### src/rtl/fp_issue_sequencer.sv
// In-order issue sequencer for the iterative FP core: holds one instruction,
// stalls on RAW hazards against a fixed-latency scoreboard, and drives write-back.
module fp_issue_sequencer #(
  parameter int unsigned DSP_LAT = 4,
  parameter int unsigned AW      = 5,
  parameter int unsigned OPW     = 4
) (
  input  logic           clk,
  input  logic           rst_n,
  input  logic           instr_valid,
  output logic           instr_ready,
  input  logic [OPW-1:0] instr_op,
  input  logic [AW-1:0]  instr_rd,
  input  logic [AW-1:0]  instr_ra,
  input  logic [AW-1:0]  instr_rb,
  input  logic [AW-1:0]  instr_rc,
  input  logic [2:0]     instr_src,
  input  logic           flush,
  output logic [AW-1:0]  addr_a,
  output logic [AW-1:0]  addr_b,
  output logic [AW-1:0]  addr_c,
  output logic [OPW-1:0] dsp_op,
  output logic           dsp_go,
  output logic [AW-1:0]  addr_w,
  output logic           we,
  output logic           busy
);

  logic                          held_q, held_d;
  logic [OPW-1:0]                op_q, op_d;
  logic [AW-1:0]                 rd_q, rd_d;
  logic [AW-1:0]                 ra_q, ra_d;
  logic [AW-1:0]                 rb_q, rb_d;
  logic [AW-1:0]                 rc_q, rc_d;
  logic [2:0]                    src_q, src_d;
  logic [DSP_LAT-1:0]            v_q, v_d;
  logic [DSP_LAT-1:0][AW-1:0]    sb_rd_q, sb_rd_d;
  logic                          hazard;
  logic                          accept;

  // RAW check includes the write-back stage: the regfile read returns the old value that cycle.
  always_comb begin
    hazard = 1'b0;
    for (int unsigned k = 0; k < DSP_LAT; k++) begin
      if (v_q[k] && ((src_q[0] && (sb_rd_q[k] == ra_q)) ||
                     (src_q[1] && (sb_rd_q[k] == rb_q)) ||
                     (src_q[2] && (sb_rd_q[k] == rc_q)))) begin
        hazard = 1'b1;
      end
    end
    hazard = hazard & held_q;
  end

  assign dsp_go      = held_q & ~hazard & ~flush;
  assign instr_ready = ~flush & (~held_q | dsp_go);
  assign accept      = instr_valid & instr_ready;

  assign addr_a = ra_q;
  assign addr_b = rb_q;
  assign addr_c = rc_q;
  assign dsp_op = op_q;
  assign we     = v_q[DSP_LAT-1];
  assign addr_w = sb_rd_q[DSP_LAT-1];
  assign busy   = held_q | (|v_q);

  always_comb begin
    held_d  = held_q;
    op_d    = op_q;
    rd_d    = rd_q;
    ra_d    = ra_q;
    rb_d    = rb_q;
    rc_d    = rc_q;
    src_d   = src_q;
    v_d     = v_q;
    sb_rd_d = sb_rd_q;

    if (accept) begin
      held_d = 1'b1;
      op_d   = instr_op;
      rd_d   = instr_rd;
      ra_d   = instr_ra;
      rb_d   = instr_rb;
      rc_d   = instr_rc;
      src_d  = instr_src;
    end else if (dsp_go || flush) begin
      held_d = 1'b0;
    end

    // Scoreboard shifts every cycle; stage 1 records whether this cycle issued.
    v_d[0]     = dsp_go;
    sb_rd_d[0] = rd_q;
    for (int unsigned k = 1; k < DSP_LAT; k++) begin
      v_d[k]     = v_q[k-1];
      sb_rd_d[k] = sb_rd_q[k-1];
    end
  end

  always_ff @(posedge clk or negedge rst_n) begin
    if (!rst_n) begin
      held_q  <= 1'b0;
      op_q    <= '0;
      rd_q    <= '0;
      ra_q    <= '0;
      rb_q    <= '0;
      rc_q    <= '0;
      src_q   <= '0;
      v_q     <= '0;
      sb_rd_q <= '0;
    end else begin
      held_q  <= held_d;
      op_q    <= op_d;
      rd_q    <= rd_d;
      ra_q    <= ra_d;
      rb_q    <= rb_d;
      rc_q    <= rc_d;
      src_q   <= src_d;
      v_q     <= v_d;
      sb_rd_q <= sb_rd_d;
    end
  end

endmodule

### config.mk
export PLATFORM = sky130hd
export DESIGN_NAME = fp_issue_sequencer
export DESIGN_NICKNAME = d
export VERILOG_FILES = /design/src/rtl/fp_issue_sequencer.sv
export SDC_FILE = /design/constraint.sdc
export NUM_CORES = 1
export LEC_CHECK = 0
export ABC_AREA = 1
export CAP_MARGIN = 20
export CORE_ASPECT_RATIO = 0.9
export CORE_MARGIN = 3
export CORE_UTILIZATION = 55
export DETAILED_ROUTE_END_ITERATION = 8
export PLACE_DENSITY = 0.85
export SETUP_SLACK_MARGIN = 0.5
export SYNTH_ARGS = -nofsm -noshare
export SYNTH_HDL_FRONTEND = slang
export SYNTH_SLANG_ARGS = --single-unit
### constraint.sdc
create_clock -name clk -period 4.2 [get_ports clk]
set_clock_uncertainty 0.2 [all_clocks]
set_input_delay 0.84 -clock clk [delete_from_list [all_inputs] [get_ports clk]]
set_output_delay 0.84 -clock clk [all_outputs]
set_load 0.01 [all_outputs]
==> results of run 1 <==
power by group:
part	internal (mW)	switching (mW)
sequential	0.564	0.0971
clock	0.234	0.160
combinational	0.179	0.216
total	0.977	0.473
cell families (layout without fill, tap and decap cells):
| family | count (synthesis) | in the layout | share of synthesized area, % |
|---|---|---|---|
| AO/OA/AOI/OAI | 23 | 23 | 4.499 |
| XOR/XNOR | 3 | 3 | 0.9356 |
| buffers and inverters | 48 | 106 | 7.706 |
| flip-flops | 52 | 52 | 46.33 |
| AND/OR/NAND/NOR | 273 | 273 | 40.53 |
worst paths after layout:
| check | from | to | slack, ps | depth (start not counted) |
|---|---|---|---|---|
| max | addr_c[0] | dsp_go | 770 | 10 |
| min | rd_q[2] | sb_rd_d[7] | 180 | 0 |
| max reg2reg | addr_c[0] | addr_c[3] | 1690 | 13 |
| min reg2reg | rd_q[2] | sb_rd_d[7] | 180 | 0 |
| max in group asynchronous | rst_n | sb_rd_d[14] | 2700 | 2 |
| min in group asynchronous | rst_n | dsp_op[3] | 300 | 1 |
placed cells by master (no fill, tap or decap), drive strengths merged:
cell / count
nand2: 182
clkdlybuf4s50: 57
dfrtp: 52
nor2: 44
inv: 37
nand4: 27
o21ai: 18
nand3: 17
a21oi: 5
clkbuf: 5
buf: 5
xor2: 3
nor4: 2
bufinv: 2
and2: 1
stage by stage:
step | area [sq um] | setup WS (ps) | hold slack (ps)
detailed placement | 3418 | 891.8 | 161.3
global route | 3547 | 590.7 | 187.3
finish | 3547 | 771.4 | 184.5
global placement | 3418 | 973.0 | 158.6
floorplan | 2809 | 1708 | 154.0
CTS | 3547 | 776.4 | 182.0
layer usage:
metal	share of wire, %	wire length [microns]
met3	6.4	472
met4	1.5	109
met1	45	3296
met2	47	3478
met5	0	0
critical path, stage by stage (launching register included):
cell             delay, ps
dfrtp_1                480
inv_1                  150
nand2_1                 90
nand2_1                 80
nor2_1                  40
nand3_1                 60
nand3_1                100
nand2_1                 90
nand2_2                 80
nor4_1                 310
clkdlybuf4s50_1        610
layout make-up:
class / instances / area (sq um) / share of cell area [%]
sequential: 52 / 1301 / 36.68
multi-input combinational: 299 / 1291 / 36.40
timing repair buffer: 62 / 605.6 / 17.07
inverter: 37 / 138.9 / 3.915
tap: 65 / 81.33 / 2.293
clock buffer: 5 / 68.82 / 1.940
clock inverter: 2 / 60.06 / 1.693
state kept, by name (all words and copies together) (netlist names):
signal   cells
addr_a       5
addr_b       5
addr_c       5
addr_w       5
dsp_op       4
held_q       1
rd_q         5
sb_rd_d     15
src_q        3
v_q          4
==> results.toml, run 1 <==
[run_status]
outcome = "finished, final reports clean"

[die]
coreArea_sq_um = 4895
ios = 59
initial_utilization_pct = 57.39
dieArea_sq_um = 6002
die_x_microns = 81.33
fp.dieH_microns = 73.80
rows = 24

[global_route]
antenna_found_initial = 0
grt.total_usage_pct = 26.60
busiest_layer = "met2"
grt_max_degree = 32
grt_pass1_vias = 2536
grt_use_met2_pct = 43.31
overflow = 0
use_met1_pct = 36.81
met3_usage_pct = 4.289
grt_first_pass_wirelength_mm = 11.96

[clock_tree]
cts_tree = "done"
clock_path_buffers = 2
cts_htree_levels = 2
cts.sinks = 52
cts-buffers-inserted = 5
cts_setup_buffers = 0
cts_hold_buf = 0
clock_latency_ps = 300
root_buffer = "clkbuf_8"
cts_resized = 0
clkTransAtPathRegs_ps = 90

[timing]
period_share_pct = 81.63
setup-tns-final_ps = 0
grt_setup_unrepaired = "no"
slew_headroom_pct = 64.49
finalSetupViolCount = 0
min_period_ps = 3429
slew_violations = 0
hold_viol = 0
worstMarginPinSlew_ps = 532.6
fmax_ghz = 0.2917

[hold_path]
hold_path_class = "reg2reg"

[cells_and_area]
fin_nets = 488
fin_util_pct = 72.47
diodes = 0
nFillCells = 407
synthToLayoutAreaGrowth_pct = 26.28
fin_cells = 522
drive_above_1_share_pct = 5.908

[synth]
synth.most_common_cell = "nand2_1"
synth_top_area_share_pct = 46.33
avgSynthCellArea_sq_um = 7.040
synth_area_sq_um = 2809
ys_top_cells_by_count = "nand2_1, dfrtp_1, nor2_1"
seq_area_frac_synth_pct = 46.33
synth_seq_cells = 52
syn_inst = 399
synth_area_leaders = "dfrtp_1, nand2_1, nand4_1, nor2_1, inv_1"
ys.flop_type = "dfrtp_1"
synth_top_area_cell = "dfrtp_1"
synthArstFlopShare_pct = 100.0
synth-edff-count = 0
yosys_warnings = 0
ys_types = 19
syn-num-nets = 430

[routing]
vias_per_cell = 5.345
vias = 2790
drt_wl_total_mm = 7.357
drc = 0
dr.first_iter.drc_count = 284
antenna_left = 0
drt-wirelength-per-cell_microns = 14.09
first_pass_iters = 5

[run]
cap_violations = 0

[pwr]
p_per_area_nw_per_um2 = 408.9
total_power_mw = 1.450
ir_drop_v = 0.0002556
leakage_nw = 1.837

[setup_path]
crit_required_ps = 3160
critPathCaptureType = "output pin"
crit_type = "reg2out"
critPathMaxFanout = 7
critPathArrivalTime_ps = 2390
crit_path_start_kind = "flip-flop"

[placement]
place_inst = 515
hpwlAfterDp_mm = 5.564
port_buffers = 58
gp_congestion = 0.9174
No activity file was read; power rests on OpenSTA's default activity.
==> inputs of run 2 (changes only) <==
--- a/config.mk
+++ b/config.mk
@@ -9,9 +9,9 @@
 export CAP_MARGIN = 20
 export CORE_ASPECT_RATIO = 0.9
 export CORE_MARGIN = 3
-export CORE_UTILIZATION = 55
+export CORE_UTILIZATION = 51
 export DETAILED_ROUTE_END_ITERATION = 8
-export PLACE_DENSITY = 0.85
+export PLACE_DENSITY = 0.8
 export SETUP_SLACK_MARGIN = 0.5
 export SYNTH_ARGS = -nofsm -noshare
 export SYNTH_HDL_FRONTEND = slang
==> constraint.sdc (replaced) <==
create_clock -name clk -period 3.2 [get_ports clk]
set_clock_uncertainty 0.2 [all_clocks]
set_input_delay 0.64 -clock clk [delete_from_list [all_inputs] [get_ports clk]]
set_output_delay 0.64 -clock clk [all_outputs]
set_load 0.01 [all_outputs]
==> run 2 against run 1 <==
Compared with the run above:
- first-iteration DRC count decreased by 9.5%
- core utilization increased by 1.3 points
- largest power group unchanged
- clock power increased by 18%
- critical path depth increased by 1
- die area increased by 7.2%
- final area increased by 5.5%
- total power increased by 33%
- global-route usage decreased by 2.4 points
- setup slack got worse by 270 ps
- wire length increased by 8.5%
==> results.toml, run 2 (synthesis results as in run 1) <==
[timing]
slew_violations = 0
period_share_pct = 84.45
grt_setup_unrepaired = "yes"
slew_headroom_pct = 64.33
fmax_ghz = 0.3700
min_period_ps = 2703
worst_slack_ps = 497.5
setup-tns-final_ps = 0
worstMarginPinSlew_ps = 535.1
finalSetupViolCount = 0
hold_viol = 0

[routing]
drt_wl_total_mm = 7.979
dr.first_iter.drc_count = 257
first_pass_iters = 5
vias_per_cell = 5.405
drt-wirelength-per-cell_microns = 14.89
drc = 0
vias = 2897
antenna_left = 0

[pwr]
leakage_nw = 1.914
p_per_area_nw_per_um2 = 515.9
total_power_mw = 1.931
ir_drop_v = 0.0003090

[cells_and_area]
fin_nets = 501
multi_input_area_sq_um = 1365
largest_reg_flops = 15
synthToLayoutAreaGrowth_pct = 33.23
diodes = 0
final_common_cell = "nand2_1"
drive_above_1_share_pct = 16.77
regArea_sq_um = 1320
nFillCells = 417
final_cell_mix = "nand2_1, clkdlybuf4s50_1, nor2_1"

[global_route]
overflow = 0
grt.total_usage_pct = 24.22
antenna_found_initial = 0
grt_pass1_vias = 2640
grt_max_degree = 30
grt_first_pass_wirelength_mm = 12.51

[setup_path]
cp_slowest_cell = "dfrtp_2"
crit_path_start_kind = "flip-flop"
critPathMaxFanout = 5
slowest_delay_ps = 460
cp_top_family = "simple AND/OR/NAND/NOR gates"
crit_type = "reg2out"
critPathCaptureType = "output pin"
crit_required_ps = 2360
cpMostUsedCell = "nand2_1"
crit_chain = "buf_12, nand2_1, nand2_1, nor2_1, nand3_1, nand3_2, nand2_2, nand2_4, o21ai_4, and2_4, buf_6"
critPathArrivalTime_ps = 1860
crit_buf_inv = 2

[placement]
pre_cts_ws_ps = 318.4
port_buffers = 58
gp_congestion = 0.9115
hpwlAfterDp_mm = 5.665

[clock_tree]
clock_path_buffers = 2
cts-buffers-inserted = 5
cts_tree = "done"
clock_latency_ps = 310
cts_htree_levels = 2
root_buffer = "clkbuf_8"
cts.sinks = 52
cts_hold_buf = 0
clkTransAtPathRegs_ps = 100

[die]
coreArea_sq_um = 5075
rows = 24
dieArea_sq_um = 6436
die_x_microns = 84.23
initial_utilization_pct = 55.35
fp.dieH_microns = 76.41
ios = 59

[hold_path]
hold_path_class = "in2async"

[run]
cap_violations = 0

[run_status]
outcome = "finished, final reports clean"
==> run 2: worst register-to-register path, cell delays in order (launching register included) <==
cell and delay [ps]:
dfrtp_2 490, inv_2 110, nand2_1 50, nand2_1 80, nor2_1 50, nand3_1 100
nand3_2 100, nand2_2 100, nand2_4 70, o21ai_4 130, buf_4 310, nand3_4 330
nand2_1 180, nand2_1 60
==> run 2: worst paths after layout <==
path | from | end | slack, ps | depth (start not counted)
max | addr_a[4] | instr_ready | 500 | 11
min | rst_n | dsp_op[3] | 90 | 1
max reg2reg | addr_b[4] | rd_q[0] | 720 | 13
min reg2reg | rd_q[1] | sb_rd_d[6] | 190 | 0
max in group asynchronous | rst_n | addr_c[1] | 1890 | 2
min in group clk | rd_q[1] | sb_rd_d[6] | 190 | 0
==> run 2: layer usage <==
metal,track usage [%],wire [microns],vias to the layer above
li1,-,-,1404
met1,32.87,3502,1351
met2,38.96,3704,123
met3,4.324,596,19
met4,8.360,176,0
met5,0,0,-
==> run 2: final cells by class <==
| cell class | count | share of cell area (%) |
|---|---|---|
| timing repair buffer | 75 | 19.12 |
| clock inverter | 2 | 1.036 |
| sequential | 52 | 35.27 |
| tap | 65 | 2.173 |
| multi-input combinational | 299 | 36.48 |
| inverter | 37 | 3.979 |
| clock buffer | 6 | 1.939 |
==> run 2: power by group <==
group	internal, mW	switching, mW
clock network	0.237	0.227
logic	0.275	0.312
registers	0.746	0.134
total	1.26	0.673
==> run 2: per-stage QoR <==
| step | cells | util, % | hold WS (ps) | instance area, sq um |
|---|---|---|---|---|
| final | 536 | 73.74 | 90.87 | 3742 |
| after global routing | 536 | 73.74 | 136.4 | 3742 |
| after floorplan | 399 | - | 144.4 | 2809 |
| after CTS | 529 | 70.76 | 111.5 | 3591 |
| after global placement | 515 | 67.36 | 160.1 | 3418 |
| after detailed placement | 515 | 67.36 | 159.4 | 3418 |
==> run 2: repair_timing <==
| item | 4_1_cts | 5_1_grt |
|---|---|---|
| endpoints found under the setup margin | 2 | 2 |
| setup buffers | 6 | 7 |
| gates resized for setup | 27 | 33 |
| cloned | 0 | 0 |
| pin swaps | 0 | 18 |
| hold endpoints to repair | 0 | 0 |
==> inputs of run 3 (changes only) <==
==> constraint.sdc (replaced) <==
create_clock -name clk -period 2.7 [get_ports clk]
set_clock_uncertainty 0.2 [all_clocks]
set_input_delay 0.54 -clock clk [delete_from_list [all_inputs] [get_ports clk]]
set_output_delay 0.54 -clock clk [all_outputs]
set_load 0.01 [all_outputs]
==> run 3 against run 2 <==
Compared with the run above:
- clock-buffer cell count is the same
- highest routed layer unchanged
- via count increased by 3.3%
- critical path type unchanged
- largest power group unchanged
- sequential power grew 18%
==> results.toml, run 3 (synthesis results as in run 1) <==
[die]
dieArea_sq_um = 6436
fp.dieH_microns = 76.41
ios = 59
initial_utilization_pct = 55.35
coreArea_sq_um = 5075
die_x_microns = 84.23
rows = 24

[timing]
slew_violations = 0
worstMarginPinSlew_ps = 657.7
min_period_ps = 2630
finalSetupViolCount = 0
period_share_pct = 97.41
slew_headroom_pct = 56.16
grt_setup_unrepaired = "yes"
hold_slack_ps = 126.1
fmax_ghz = 0.3802
hold_viol = 0

[routing]
antenna_left = 0
first_pass_iters = 8
drc = 0
dr.first_iter.drc_count = 262
vias = 2992
drt_wl_total_mm = 8.203
drt-wirelength-per-cell_microns = 14.97
vias_per_cell = 5.460

[cells_and_area]
nFillCells = 388
final_cell_mix = "nand2_1, clkdlybuf4s50_1, nor2_1"
diodes = 0
finalInstanceArea_sq_um = 3862
synthToLayoutAreaGrowth_pct = 37.51
final_common_cell = "nand2_1"
largest_reg_flops = 15
fin_nets = 513
drive_above_1_share_pct = 21.74

[setup_path]
crit_required_ps = 1960
critPathMaxFanout = 6
critPathCaptureType = "output pin"
crit_type = "reg2out"
crit_path_start_kind = "flip-flop"
critPathArrivalTime_ps = 1890

[clock_tree]
root_buffer = "clkbuf_8"
cts_tree = "done"
clkTransAtPathRegs_ps = 100
clock_path_buffers = 2
cts-buffers-inserted = 5
clock_latency_ps = 310
cts_htree_levels = 2
cts_hold_buf = 0
cts.sinks = 52

[global_route]
overflow = 0
grt_max_degree = 53
grt.total_usage_pct = 25.55
antenna_found_initial = 0
grt_first_pass_wirelength_mm = 13.14
grt_pass1_vias = 2667

[pwr]
p_per_area_nw_per_um2 = 581.8
ir_drop_v = 0.0003516
leakage_nw = 2.033

[run]
cap_violations = 0

[placement]
gp_congestion = 1.064
port_buffers = 58
dpl_cell_area_sq_um = 3501
hpwlAfterDp_mm = 5.647

[hold_path]
hold_path_class = "in2async"

[run_status]
outcome = "finished, final reports clean"
run 3: path summary, 6_finish.rpt:
kind / endpoint / startpoint / slack (ps) / cells after the start
setup / recovery: dsp_go / sb_rd_d[15] / 70 / 8
hold / removal: dsp_op[3] / rst_n / 130 / 2
setup reg to reg: rd_q[1] / sb_rd_d[15] / 310 / 11
hold reg to reg: sb_rd_d[8] / rd_q[3] / 180 / 0
max in group asynchronous: addr_b[0] / rst_n / 1690 / 2
min in group clk: sb_rd_d[8] / rd_q[3] / 180 / 0
run 3: worst max-delay path, stage by stage (launching register included):
cell and delay (ps):
dfrtp_1 480, xor2_1 240, nor2_1 70, nand3_1 110, nand3_2 90, nand2_2 90
nand2_4 70, nor4_4 240, buf_2 190
run 3: repair_timing:
item                       in CTS  in global routing
setup endpoints to repair      33                 37
setup buffers                   6                  7
resized for setup              28                 55
cloned                          1                  0
pin swaps                       5                 21
run 3: layout make-up:
cell class	instances	area, sq um	share of cell area [%]
clock buffers	6	72.57	1.879
clock inverters	2	16.27	0.4211
inverters	37	148.9	3.855
multi-input cells	300	1389	35.96
flip-flops and latches	52	1329	34.40
well taps	65	81.33	2.106
repair buffers	86	825.8	21.38
run 3: power breakdown:
group / leakage, nW / switching (mW) / total [mW] / internal [mW]
logic: 1.37 / 0.389 / 0.744 / 0.355
clock network: 0.0414 / 0.273 / 0.458 / 0.185
registers: 0.622 / 0.157 / 1.04 / 0.887
total: 2.03 / 0.820 / 2.25 / 1.43
run 3: per-layer routing:
| layer | up-vias | track usage [%] | wire [microns] | share of wire [%] |
|---|---|---|---|---|
| li1 | 1433 | - | - | - |
| met1 | 1361 | 36.66 | 3629 | 44 |
| met2 | 171 | 39.20 | 3683 | 45 |
| met3 | 27 | 5.405 | 691 | 8.4 |
| met4 | 0 | 6.913 | 198 | 2.4 |
| met5 | - | 0 | 0 | 0 |
run 3: metrics by stage:
step | TNS [ps] | cells | power [mW] | util [%] | setup slack (ps)
6_report | 0 | 548 | 2.247 | 76.11 | 70.01
5_1_grt | -35.01 | 548 | 2.388 | 76.11 | -21.90
4_1_cts | 0 | 541 | 2.179 | 72.58 | 98.82
3_5_place_dp | -148.7 | 526 | 1.689 | 68.98 | -147.9
3_3_place_gp | -97.20 | 526 | 1.684 | 68.98 | -88.82
2_1_floorplan | 0 | 399 | 1.361 | - | 507.8
